**config.mk**
```make
export PLATFORM = sky130hd
export DESIGN_NAME = pc_fetch_unit
export DESIGN_NICKNAME = d
export VERILOG_FILES = /design/src/rtl/pc_fetch_unit.sv
export SDC_FILE = /design/constraint.sdc
export NUM_CORES = 1
export LEC_CHECK = 0
export BUFFER_PORTS_ARGS = -buffer_cell sky130_fd_sc_hd__buf_2
export CAP_MARGIN = 5
export CELL_PAD_IN_SITES_DETAIL_PLACEMENT = 1
export CELL_PAD_IN_SITES_GLOBAL_PLACEMENT = 1
export CORE_MARGIN = 4
export CORE_UTILIZATION = 35
export CTS_CLUSTER_DIAMETER = 80
export DETAILED_ROUTE_END_ITERATION = 10
export PLACE_DENSITY_LB_ADDON = 0.1
export SKIP_CTS_REPAIR_TIMING = 1
export SYNTH_ARGS = -nofsm -noshare
export SYNTH_HDL_FRONTEND = slang
export SYNTH_SLANG_ARGS = --single-unit
```
**constraint.sdc**
```tcl
create_clock -name clk -period 2.37 [get_ports clk]
set_input_delay 0.3555 -clock clk [delete_from_list [all_inputs] [get_ports clk]]
set_output_delay 0.3555 -clock clk [all_outputs]
set_load 0.05 [all_outputs]
```
**src/rtl/pc_fetch_unit.sv**
```systemverilog
`default_nettype none
// ============================================================================
// Module   : pc_fetch_unit
// Purpose  : IF-stage program counter and instruction-fetch control.
//            Selects the next PC from the sequential, branch or jump
//            sources. Drives the instruction-memory request and parks a
//            fetched word while ID is stalled. Loads the IF/ID register.
// Ports    : clk, rst_n                      - clock, async active-low reset
//            pc_plus4                        - PC adder result for pc
//            branch_taken/branch_target      - EX branch redirect
//            jump/jump_target                - EX jump redirect (wins)
//            stall, flush                    - ID backpressure / squash
//            imem_ready, imem_instr          - instruction memory response
//            pc, imem_req, imem_addr         - current PC and fetch request
//            if_id_pc/pc4/instr/valid        - IF/ID pipeline register
// Revision : 1.0 - initial release
// ============================================================================
module pc_fetch_unit #(
    parameter logic [31:0] RESET_PC  = 32'h0000_0000,
    parameter logic [31:0] NOP_INSTR = 32'h0000_0000
) (
    input  logic        clk,
    input  logic        rst_n,
    input  logic [31:0] pc_plus4,
    input  logic        branch_taken,
    input  logic [31:0] branch_target,
    input  logic        jump,
    input  logic [31:0] jump_target,
    input  logic        stall,
    input  logic        flush,
    input  logic        imem_ready,
    input  logic [31:0] imem_instr,
    output logic [31:0] pc,
    output logic        imem_req,
    output logic [31:0] imem_addr,
    output logic [31:0] if_id_pc,
    output logic [31:0] if_id_pc4,
    output logic [31:0] if_id_instr,
    output logic        if_id_valid
);

    localparam logic [1:0] c_STATE_BOOT  = 2'd0;
    localparam logic [1:0] c_STATE_FETCH = 2'd1;
    localparam logic [1:0] c_STATE_HOLD  = 2'd2;

    logic [1:0]  r_state;
    logic [31:0] r_pc;
    logic [31:0] r_holdWord;
    logic [31:0] r_ifIdPc;
    logic [31:0] r_ifIdPc4;
    logic [31:0] r_ifIdInstr;
    logic        r_ifIdValid;

    logic        w_redirect;
    logic [31:0] w_target;
    logic [1:0]  w_stateNext;
    logic [31:0] w_pcNext;
    logic        w_capture;
    logic        w_load;
    logic        w_bubble;
    logic [31:0] w_loadWord;

    // Jump has priority over branch; targets are forced word aligned.
    assign w_redirect = jump | branch_taken;
    assign w_target   = jump ? {jump_target[31:2], 2'b00}
                             : {branch_target[31:2], 2'b00};

    always_comb begin
        w_stateNext = r_state;
        w_pcNext    = r_pc;
        w_capture   = 1'b0;
        w_load      = 1'b0;
        w_bubble    = flush;
        w_loadWord  = imem_instr;
        if (w_redirect) begin
            // Redirect overrides stall and abandons any fetched/parked word.
            w_pcNext    = w_target;
            w_bubble    = 1'b1;
            w_stateNext = c_STATE_FETCH;
        end else begin
            case (r_state)
                c_STATE_BOOT: begin
                    w_stateNext = c_STATE_FETCH;
                end
                c_STATE_FETCH: begin
                    if (imem_ready && !stall) begin
                        // A flushed word is dropped but the PC still moves on.
                        w_load   = !flush;
                        w_pcNext = pc_plus4;
                    end else if (imem_ready) begin
                        w_capture   = 1'b1;
                        w_stateNext = c_STATE_HOLD;
                    end else if (!stall) begin
                        w_bubble = 1'b1;
                    end
                end
                c_STATE_HOLD: begin
                    w_loadWord = r_holdWord;
                    if (!stall) begin
                        w_load      = !flush;
                        w_pcNext    = pc_plus4;
                        w_stateNext = c_STATE_FETCH;
                    end
                end
                default: begin
                    w_stateNext = c_STATE_FETCH;
                end
            endcase
        end
    end

    always_ff @(posedge clk or negedge rst_n) begin
        if (!rst_n) begin
            r_state     <= c_STATE_BOOT;
            r_pc        <= RESET_PC;
            r_holdWord  <= 32'h0000_0000;
            r_ifIdPc    <= 32'h0000_0000;
            r_ifIdPc4   <= 32'h0000_0000;
            r_ifIdInstr <= NOP_INSTR;
            r_ifIdValid <= 1'b0;
        end else begin
            r_state <= w_stateNext;
            r_pc    <= w_pcNext;
            if (w_capture) begin
                r_holdWord <= imem_instr;
            end
            if (w_bubble) begin
                r_ifIdPc    <= 32'h0000_0000;
                r_ifIdPc4   <= 32'h0000_0000;
                r_ifIdInstr <= NOP_INSTR;
                r_ifIdValid <= 1'b0;
            end else if (w_load) begin
                r_ifIdPc    <= r_pc;
                r_ifIdPc4   <= pc_plus4;
                r_ifIdInstr <= w_loadWord;
                r_ifIdValid <= 1'b1;
            end
        end
    end

    assign pc          = r_pc;
    assign imem_req    = (r_state == c_STATE_FETCH);
    assign imem_addr   = r_pc;
    assign if_id_pc    = r_ifIdPc;
    assign if_id_pc4   = r_ifIdPc4;
    assign if_id_instr = r_ifIdInstr;
    assign if_id_valid = r_ifIdValid;

endmodule
`default_nettype wire

```
* Word-level counts from Yosys, hierarchy flattened
Cells that the tools add are included.
** Cells by class
- Eq/ne operators :: 6
- Mux-type cells :: 33
- Bitwise operators :: 1
- Reductions and logical operators :: 7
** Operators by type and width (count)
- $mux 32 :: 12
- $pmux 32 s2 :: 1
- $mux 1 :: 14
- $mux 2 :: 4
- $ne 3x3->1 const B :: 2
- $reduce_and 3->1 :: 2
- $pmux 2 s2 :: 1
- $ne 3x1->1 const B :: 1
- $ne 3x2->1 const B :: 1
- $reduce_bool 3->1 :: 1
- $eq 2x1->1 const B :: 1
- $eq 2x2->1 const B :: 1
- $logic_not 1->1 :: 2
- $pmux 1 s2 :: 1
- $reduce_bool 2->1 :: 1
- $logic_and 1x1->1 :: 1
- $or 1x1->1 :: 1
** Word-level totals
- Register bits after elaboration :: 163
- Input bits :: 135
- Output and inout bits :: 162
- Logic and storage cells :: 54

* Longest topological paths before layout
Gate-level depths: netlist (run 1).
- Depth in word-level cells :: 7
- Gate-level depth with buffers :: 9
- Mapped depth without buffers :: 5

* Least setup slack after synthesis (run 1)
OpenSTA, ideal clock, no wires.
- Path type :: register to register
- Start :: register r_state[1]
- End :: register r_pc[14] (netlist: imem_addr[14])
- Setup time :: 125 ps
- Data arrival time :: 2084 ps
- Required time :: 2245 ps
- Setup slack :: 161 ps
- Cell stages (with the launch flop) :: 8
- Path buffers :: 2
- Period minus slack after synthesis :: 2209 ps
- Cell sequence :: dfrtp_1 > inv_1 > ha_1 > buf_2 > mux2i_1 > o21ai_1 > buf_2 > mux2_2
** Between the ends
- Longest elaborated chain between the ends :: 3
- Elaborated cells on any way between the ends :: 8
- Those cells by class :: eq/ne: 4; mux: 2; reduce/logical: 2
** RTL lines
- start: declaration :: RTL line 46 : logic [1:0] r_state;
- start signal: assignment :: RTL line 114 : r_state <= c_STATE_BOOT;
- start signal: assignment :: RTL line 122 : r_state <= w_stateNext;
- $eq 2x1->1 (*)
- net imem_req :: RTL line 34 : output logic imem_req,
- $ne 3x1->1 (no line), or another cell as far along
- $reduce_and 3->1 (no line) / $mux 32 (equally long branches)
- end signal: assignment :: RTL line 123 : r_pc <= w_pcNext;
- end: declaration :: RTL line 47 : logic [31:0] r_pc;
Mark *: on every way through the listed nets, which the timed path passes. The rest lies on a longest branch.
A chain may end at the register's enable or synchronous reset.

* Worst setup path after layout (run 1)
- Start :: register r_state[0]
- End :: register r_ifIdPc4[28] (netlist: if_id_pc4[28])
** Between the ends
- Longest elaborated chain between the ends :: 4
- Elaborated cells on any way between the ends :: 8
- Those cells by class :: eq/ne: 2; mux: 5; reduce/logical: 1
** RTL lines
- $eq 2x2->1 / $eq 2x1->1 (equally long branches) :: RTL line 81 : case (r_state)
- $pmux 1 s2 / $mux 1 (equally long branches) :: RTL line 81
- $mux 1 :: RTL line 75 : if (w_redirect) begin
- $reduce_bool 2->1 (no line) / $mux 32 (equally long branches)
- end signal: assignment :: RTL line 134 : r_ifIdPc4 <= pc_plus4;
- end: declaration :: RTL line 50 : logic [31:0] r_ifIdPc4;
Parallel ways exist; a longest one is shown, timed or not.

==> results of run 1 <==
synth_stat cells (all sizes together):
cell      n
a311oi   32
buf      56
nand4     1
nand2    98
nand3    64
dfrtp   163
inv       4
nor3b     1
o21ai    97
ha        2
or3b      1
nor2b     1
a2111o    1
clkbuf   50
a211o     1
and2      1
mux2i    33
and3b     1
nor3      1
a21o      1
a21boi    1
nor2      4
mux2     62
or3       1
a21oi    98
per-stage QoR:
stage | instance area, um2 | utilization, % | hold WS [ns] | setup WS (ns)
floorplan | 7761 | - | 0.05991 | 0.1608
global placement | 9410 | 43.12 | 0.3742 | 0.3792
detailed placement | 9410 | 43.12 | 0.3733 | 0.3496
CTS | 10010 | 45.88 | -0.08961 | 0.2410
global route | 10030 | 45.96 | 0.1532 | 0.1653
finish | 10030 | 45.96 | 0.1687 | 0.2401
layout make-up:
type                            instances  share of cell area [%]
Sequential cell                       163                   40.66
Clock buffer                           19                   4.515
Clock inverter                         12                   1.497
Inverter                                4                  0.1497
Tap cell                              280                   3.493
Timing Repair Buffer                  318                   18.10
Antenna cell                            3                 0.07484
Multi-Input combinational cell        502                   31.51
logic make-up (layout without fill, tap and decap cells):
family,Yosys count,in the layout
buffers and inverters,110,353
multiplexers,95,95
AND/OR/NAND/NOR,174,174
adder cells (fa/ha/maj),2,2
flip-flops,163,163
AO/OA/AOI/OAI,231,231
other,0,3
worst max-delay path: stages, from the launching register on:
cell	delay (ns)
dfrtp_1	0.38
inv_1	0.07
ha_1	0.33
or3_2	0.46
buf_4	0.30
o21ai_0	0.30
a21oi_1	0.12
how the worst max path moves through the flow:
stage	cells after the start	slack, ns	endpoint	from
after floorplan	7	0.16	imem_addr[14]	r_state[1]
after global placement	6	0.38	if_id_pc[5]	r_state[0]
after detailed placement	6	0.35	if_id_pc4[28]	r_state[0]
after CTS	6	0.24	if_id_pc4[28]	r_state[0]
after global routing	6	0.17	if_id_pc4[28]	r_state[0]
final	6	0.24	if_id_pc4[28]	r_state[0]
state kept, by name, indices dropped and copies added, names as in the netlist:
signal and cells:
r_holdWord 32, if_id_valid 1, if_id_pc 32, if_id_pc4 32
if_id_instr 32, imem_addr 32, r_state 2
per-layer routing:
metal | routed length (um) | track usage [%]
met2 | 13080 | 34.38
met3 | 1623 | 5.884
met5 | 48 | 0
met1 | 11610 | 28.88
met4 | 268 | 4.752
power by group through the flow:
stage	combinational [mW]	sequential [mW]	clock [mW]
detailed placement	1.47	3.19	0
finish	1.46	3.14	2.86
floorplan	0.794	3.41	0
CTS	1.48	3.14	2.94
global route	1.57	3.17	3.07
global placement	1.46	3.19	0
==> results.md, run 1 <==
- Int Power: 5.084 mW
- Critical path class: register to register
- Wire length per cell: 20.47 um
- Register-to-register setup slack: 0.24 ns
- Relative slew slack: 60.95%
- DR pass1 iterations: 4
- First-pass GRT wire length: 41280 um
- Psw: 2.375 mW
- Register area: 4079 um2
- Share of cells above drive strength 1: 41.16%
- Multi-input logic area: 3161 um2
- Routed Antenna Nets: 0
- IO buf count: 292
- Most frequent cells in the layout: buf_2, dfrtp_1, nand2_1
- Worst-path fanout max: 49
- Dpl cells: 1266
- Min Clock Period, post-route: 2.130 ns
- Core ar.: 21820 um2
- Endpoint, Worst Hold: r_holdWord[18]
- DR DRC count: 0
- Seq cells post-synth: 163
- Post-DP HPWL: 18120 um
- Mux cell area share after synthesis: 13.25%
- P_leak: 4.869 nW
- Hold Crit Start: imem_instr[18]
- Largest family of logic cells by synthesized area: compound AO/OA/AOI/OAI gates
- Die ar.: 24620 um2
- Share of the synthesized area in the top cell type: 52.56%
- Endpoints failing setup: 0
- Commonest non-fill, non-tap cell in the layout: buf_2
- Clock sink total: 163
- Crit end category: register
- Num CTS Buffers: 17
- Final Skew: 0.01040 ns
- Cell row count: 54
- CTS H-tree depth: 4
- Final Max Tran Viols: 0
- Layout fillers: 2578
- Largest net degree at the start of global routing: 56
- Setup TNS Final: 0 ns
- WL final: 26640 um
- Cell variety after synth: 28
- Outcome: completed
- RSZ-0062 raised after global routing: no
- Gpl congestion: 0.8086
- Synth Area in Simple Gates: 9.898%
- Synth Area in Compound Gates: 16.64%
- Post-synthesis adder-cell area fraction: 0.3224%
- RR Startpoint: r_state[0]
- Max-cap violations: 0
- Synthesized area: 7761 um2
- WP data required: 2.65 ns
- Area leader, netlist: dfrtp_1
- CP startpoint kind: register
- Power Density: 743.7 nW/um2
- Die width: 156.9 um
- Iter 0 DRT Violations: 267
- End of the worst register-to-register path: if_id_pc4[28]
- Root Buffer: clkbuf_16
- Final cell count without fillers: 1301
- Syn_area_per_cell: 10.01 um2
- Mapped Cells: 775
- CP arrival: 2.41 ns
- Initial antenna violation count: 7
- Total GRT Usage: 21.32%
- Total gr overflow: 0
- Logic pwr share: 19.6%
- Layout Area Growth over Synthesis: 29.24%
- Seq pwr share: 42.1%
- Clk pwr share: 38.4%
- Sw Ratio: 31.84%
- Hold Crit Class: primary input to register
- Clock transition at path regs: 0.07 ns
- Main area contributors after synthesis: dfrtp_1, mux2_2, a21oi_1
- Vias per inst: 5.216
- Total power: 7.460 mW
- Clk buf depth: 2
- R2R cell count: 6
- XOR/XNOR Fraction of Synth Area: 0%
- Yosys warns: 0
- Vias: 6786
- Final nets: 1143
- Final Cycle Share: 89.87%
- I/O pins: 297
- Die H: 156.9 um
- Hold path depth: 2
- Worst skew pair latency: 0.43 ns
- Max VDD drop: 459.3 uV
- Post-Syn Nets: 912
- Initial Utilization: 35.56%
- Vias in the first global route: 7038
- Final hold viol count: 0
- Worst Max-Slew Pin Slew: 0.5857 ns
- Seq/Total Area, Yosys: 52.56%
- Fmax achieved: 469.5 MHz
- CTS tree: done
(Power assumes the default switching activity.)
==> run 2, diff against run 1 <==
--- a/config.mk
+++ b/config.mk
@@ -13,6 +13,7 @@
 export CORE_UTILIZATION = 35
 export CTS_CLUSTER_DIAMETER = 80
 export DETAILED_ROUTE_END_ITERATION = 10
+export GPL_TIMING_DRIVEN = 0
 export PLACE_DENSITY_LB_ADDON = 0.1
 export SKIP_CTS_REPAIR_TIMING = 1
 export SYNTH_ARGS = -nofsm -noshare
==> results.md, run 2 (synthesized netlist as in run 1, its figures left out) <==
- Placement Cell Area: 9605 um2
- Worst Max-Slew Pin Slew: 0.7967 ns
- Final Util: 46.87%
- Commonest non-fill, non-tap cell in the layout: buf_2
- CTS H-tree depth: 4
- Final Skew: 0.01066 ns
- CTS tree: done
- Post-DP HPWL: 21080 um
- WL final: 27350 um
- CP arrival: 2.50 ns
- Iter 0 DRT Violations: 273
- Setup WS post-layout: 0.1783 ns
- Routed Antenna Nets: 0
- Largest net degree at the start of global routing: 101
- DR pass1 iterations: 4
- Relative slew slack: 46.88%
- Cell row count: 54
- Die H: 156.9 um
- RSZ-0062 raised after global routing: no
- Clock transition at path regs: 0.07 ns
- Gpl congestion: 0.8034
- Root Buffer: clkbuf_16
- Final nets: 1226
- Num CTS Buffers: 17
- Setup TNS Final: 0 ns
- Violated checks: hold timing
- Worst skew pair latency: 0.43 ns
- Vias: 7009
- IO buf count: 291
- CP startpoint kind: register
- Share of cells above drive strength 1: 41.69%
- Final Cycle Share: 92.48%
- Crit end category: register
- Power Density: 721.7 nW/um2
- Layout Area Growth over Synthesis: 31.79%
- Worst-path fanout max: 10
- Core ar.: 21820 um2
- Hold WS: -0.04810 ns
- Max VDD drop: 484.6 uV
- Wire length per cell: 19.78 um
- Register-to-register setup slack: 0.18 ns
- I/O pins: 297
- End of the worst register-to-register path: imem_addr[25]
- Endpoints failing setup: 0
- Pre-CTS WS: -0.1419 ns
- Critical path class: register to register
- Clk buf depth: 2
- Total GRT Usage: 21.90%
- Hold Crit Class: primary input to async pin
- R2R cell count: 7
- Initial antenna violation count: 7
- DR DRC count: 0
- Final hold viol count: 40
- Die ar.: 24620 um2
- Die width: 156.9 um
- P_leak: 5.036 nW
- Max-cap violations: 0
- Total gr overflow: 0
- Clock sink total: 163
- Final Max Tran Viols: 0
- Min Clock Period, post-route: 2.192 ns
- WP data required: 2.68 ns
- Vias in the first global route: 7335
- Initial Utilization: 35.56%
- Outcome: finished, violations left
- Total power: 7.382 mW
- Fmax achieved: 456.3 MHz
- First-pass GRT wire length: 42000 um
- RR Startpoint: r_state[1]
- Vias per inst: 5.068
- Design area: 10230 um2
- Most frequent cells in the layout: buf_2, dfrtp_1, a21oi_1, nand2_1, o21ai_0
## run 2: changes by cell type in the layout (fill, tap and decap cells not counted), moves of 2 or more
cell,previous run,this run
inv_8,2,0
clkbuf_1,0,36
buf_4,13,35
clkbuf_2,0,12
buf_2,291,313
clkinv_2,0,2
buf_12,12,0
buf_1,0,2
## run 2: metal layers
layer	track usage, %	vias up	share of wire, %
met5	0	-	0.21
met4	5.124	10	1.5
met3	6.874	33	6.8
met2	37.53	187	50
met1	27.12	3412	42
li1	-	3367	-
## run 2: final cells by class
class | instances | area, um2
fill | 2602 | 11590
sequential | 163 | 4079
multi-input combinational | 502 | 3119
timing repair buffer | 295 | 1516
buffer | 106 | 573.1
clock buffer | 21 | 470.5
tap | 280 | 350.3
clock inverter | 10 | 100.1
inverter | 4 | 15.01
antenna | 2 | 5.005
## run 2: power by group
group	leakage, nW	internal, mW	switching (mW)	total [mW]
logic	2.61	0.519	1.01	1.53
registers	2.15	2.99	0.161	3.15
clock network	0.280	1.53	1.16	2.70
## run 2: how the worst max path moves through the flow
stage / startpoint / to / slack (ns) / cells after the start
2_1_floorplan: r_state[1] / imem_addr[14] / 0.16 / 7
3_3_place_gp: rst_n / r_holdWord[7] / -1.84 / 1
3_5_place_dp: r_state[0] / if_id_pc[21] / -0.14 / 7
4_1_cts: r_state[0] / if_id_pc[21] / -0.17 / 7
5_1_grt: r_state[1] / if_id_pc[21] / 0.009 / 8
6_report: r_state[1] / imem_addr[25] / 0.18 / 7
## run 2: through the flow
step / std cells / hold slack, ns
global route: 1383 / 0.01379
finish: 1383 / -0.04810
detailed placement: 1347 / 0.4637
floorplan: 775 / 0.05991
CTS: 1378 / -0.002953
global placement: 1346 / 0.4737
## run 2: critical path, cell delays in order (launching register included)
cell,delay [ns]
dfrtp_1,0.39
inv_1,0.06
ha_1,0.18
buf_2,0.17
mux2i_1,0.13
o21ai_1,0.39
buf_2,0.37
mux2_2,0.38
==> run 3, diff against run 2 <==
==> constraint.sdc (replaced) <==
create_clock -name clk -period 2.37 [get_ports clk]
set_input_delay 0.237 -clock clk [delete_from_list [all_inputs] [get_ports clk]]
set_output_delay 0.237 -clock clk [all_outputs]
set_load 0.05 [all_outputs]
==> results.md, run 3 (synthesized netlist as in run 1, its figures left out) <==
- Outcome: completed
- Core ar.: 21820 um2
- Vias per inst: 5.074
- I/O pins: 297
- Cell row count: 54
- Final Cycle Share: 92.26%
- Crit end category: register
- Max VDD drop: 488.4 uV
- Most frequent cells in the layout: buf_2, dfrtp_1, a21oi_1, nand2_1, o21ai_0
- Worst-path fanout max: 10
- First-pass GRT wire length: 42000 um
- Fmax achieved: 457.3 MHz
- CTS H-tree depth: 4
- Vias in the first global route: 7335
- Clk buf depth: 2
- Min Clock Period, post-route: 2.187 ns
- Share of cells above drive strength 1: 41.65%
- Clock sink total: 163
- Worst skew pair latency: 0.44 ns
- DR pass1 iterations: 4
- Iter 0 DRT Violations: 256
- WP data required: 2.73 ns
- Int Power: 5.045 mW
- Final cell count without fillers: 1384
- Die width: 156.9 um
- Initial antenna violation count: 7
- P_leak: 5.040 nW
- Final hold viol count: 0
- IO buf count: 291
- Psw: 2.334 mW
- Clock transition at path regs: 0.07 ns
- Final Max Tran Viols: 0
- Logic pwr share: 20.8%
- Dpl cells: 1347
- DR DRC count: 0
- Total GRT Usage: 21.90%
- Hold WS: 0.04536 ns
- Seq pwr share: 42.7%
- Clk pwr share: 36.5%
- Post-DP HPWL: 21080 um
- Design area: 10240 um2
- Sw Ratio: 31.63%
- Die H: 156.9 um
- Endpoints failing setup: 0
- WL final: 27380 um
- Die ar.: 24620 um2
- Layout Area Growth over Synthesis: 31.92%
- Critical path class: register to register
- RSZ-0062 raised after global routing: no
- Total gr overflow: 0
- Max-cap violations: 0
- CTS tree: done
- Num CTS Buffers: 17
- CP startpoint kind: register
- Final nets: 1227
- Setup TNS Final: 0 ns
- Placement Cell Area: 9605 um2
- Commonest non-fill, non-tap cell in the layout: buf_2
- Wire length per cell: 19.79 um
- Largest net degree at the start of global routing: 101
- Vias: 7023
- Final Util: 46.92%
- Root Buffer: clkbuf_16
- Initial Utilization: 35.56%
- Hold Crit Class: primary input to register
- Power Density: 720.7 nW/um2
- CP arrival: 2.54 ns
- Worst Max-Slew Pin Slew: 0.7941 ns
- Relative slew slack: 47.06%
- Final Skew: 0.01021 ns
- Routed Antenna Nets: 0
- Gpl congestion: 0.8034
[run 3: changes by cell type in the layout (fill, tap and decap cells not counted), sizes merged]
cell	delta
dlygate4sd3	+1
[run 3: per-layer routing]
metal / vias up / GRT usage (%) / part of all wire (%)
met5: - / 0 / 0.21
li1: 3372 / - / -
met2: 184 / 37.53 / 50
met1: 3423 / 27.12 / 41
met3: 34 / 6.874 / 7.0
met4: 10 / 5.124 / 1.5
[run 3: worst paths after layout]
| check | cells past startpoint | slack (ns) | startpoint | endpoint |
|---|---|---|---|---|
| min reg2reg | 1 | 0.51 | r_holdWord[30] | r_holdWord[30] |
| min in group asynchronous | 2 | 0.43 | rst_n | if_id_pc[16] |
| min | 2 | 0.05 | imem_instr[17] | r_holdWord[17] |
| max reg2reg | 8 | 0.18 | r_state[1] | if_id_pc[11] |
| max | 8 | 0.18 | r_state[1] | if_id_pc[11] |
| max in group asynchronous | 3 | 1.12 | rst_n | imem_addr[31] |
[run 3: stage by stage]
stage	setup slack [ns]	total power [mW]
global placement	-1.724	4.708
CTS	-0.1734	7.449
finish	0.1834	7.379
floorplan	0.1608	4.201
detailed placement	-0.1419	4.742
global route	0.009030	7.725
[run 3: critical path, stage by stage, from the launching register on]
cell and delay, ns:
dfrtp_1 0.39, inv_1 0.06, ha_1 0.18, buf_2 0.17, a21oi_1 0.23, buf_2 0.28
clkbuf_1 0.45, o21ai_0 0.20, a21oi_1 0.17
[run 3: layout make-up]
class	count	area, um2
antenna	2	5.005
buffer	106	573.1
timing repair buffer	296	1526
tap	280	350.3
multi-input combinational	502	3119
clock buffer	21	470.5
clock inverter	10	100.1
sequential	163	4079
inverter	4	15.01
fill	2601	11580
[run 3: power by group through the flow]
| stage | registers [mW] | logic, mW | clock network, mW |
|---|---|---|---|
| floorplan | 3.41 | 0.794 | 0 |
| global placement | 3.19 | 1.51 | 0 |
| detailed placement | 3.20 | 1.54 | 0 |
| CTS | 3.15 | 1.54 | 2.76 |
| global route | 3.18 | 1.65 | 2.90 |
| finish | 3.15 | 1.53 | 2.69 |
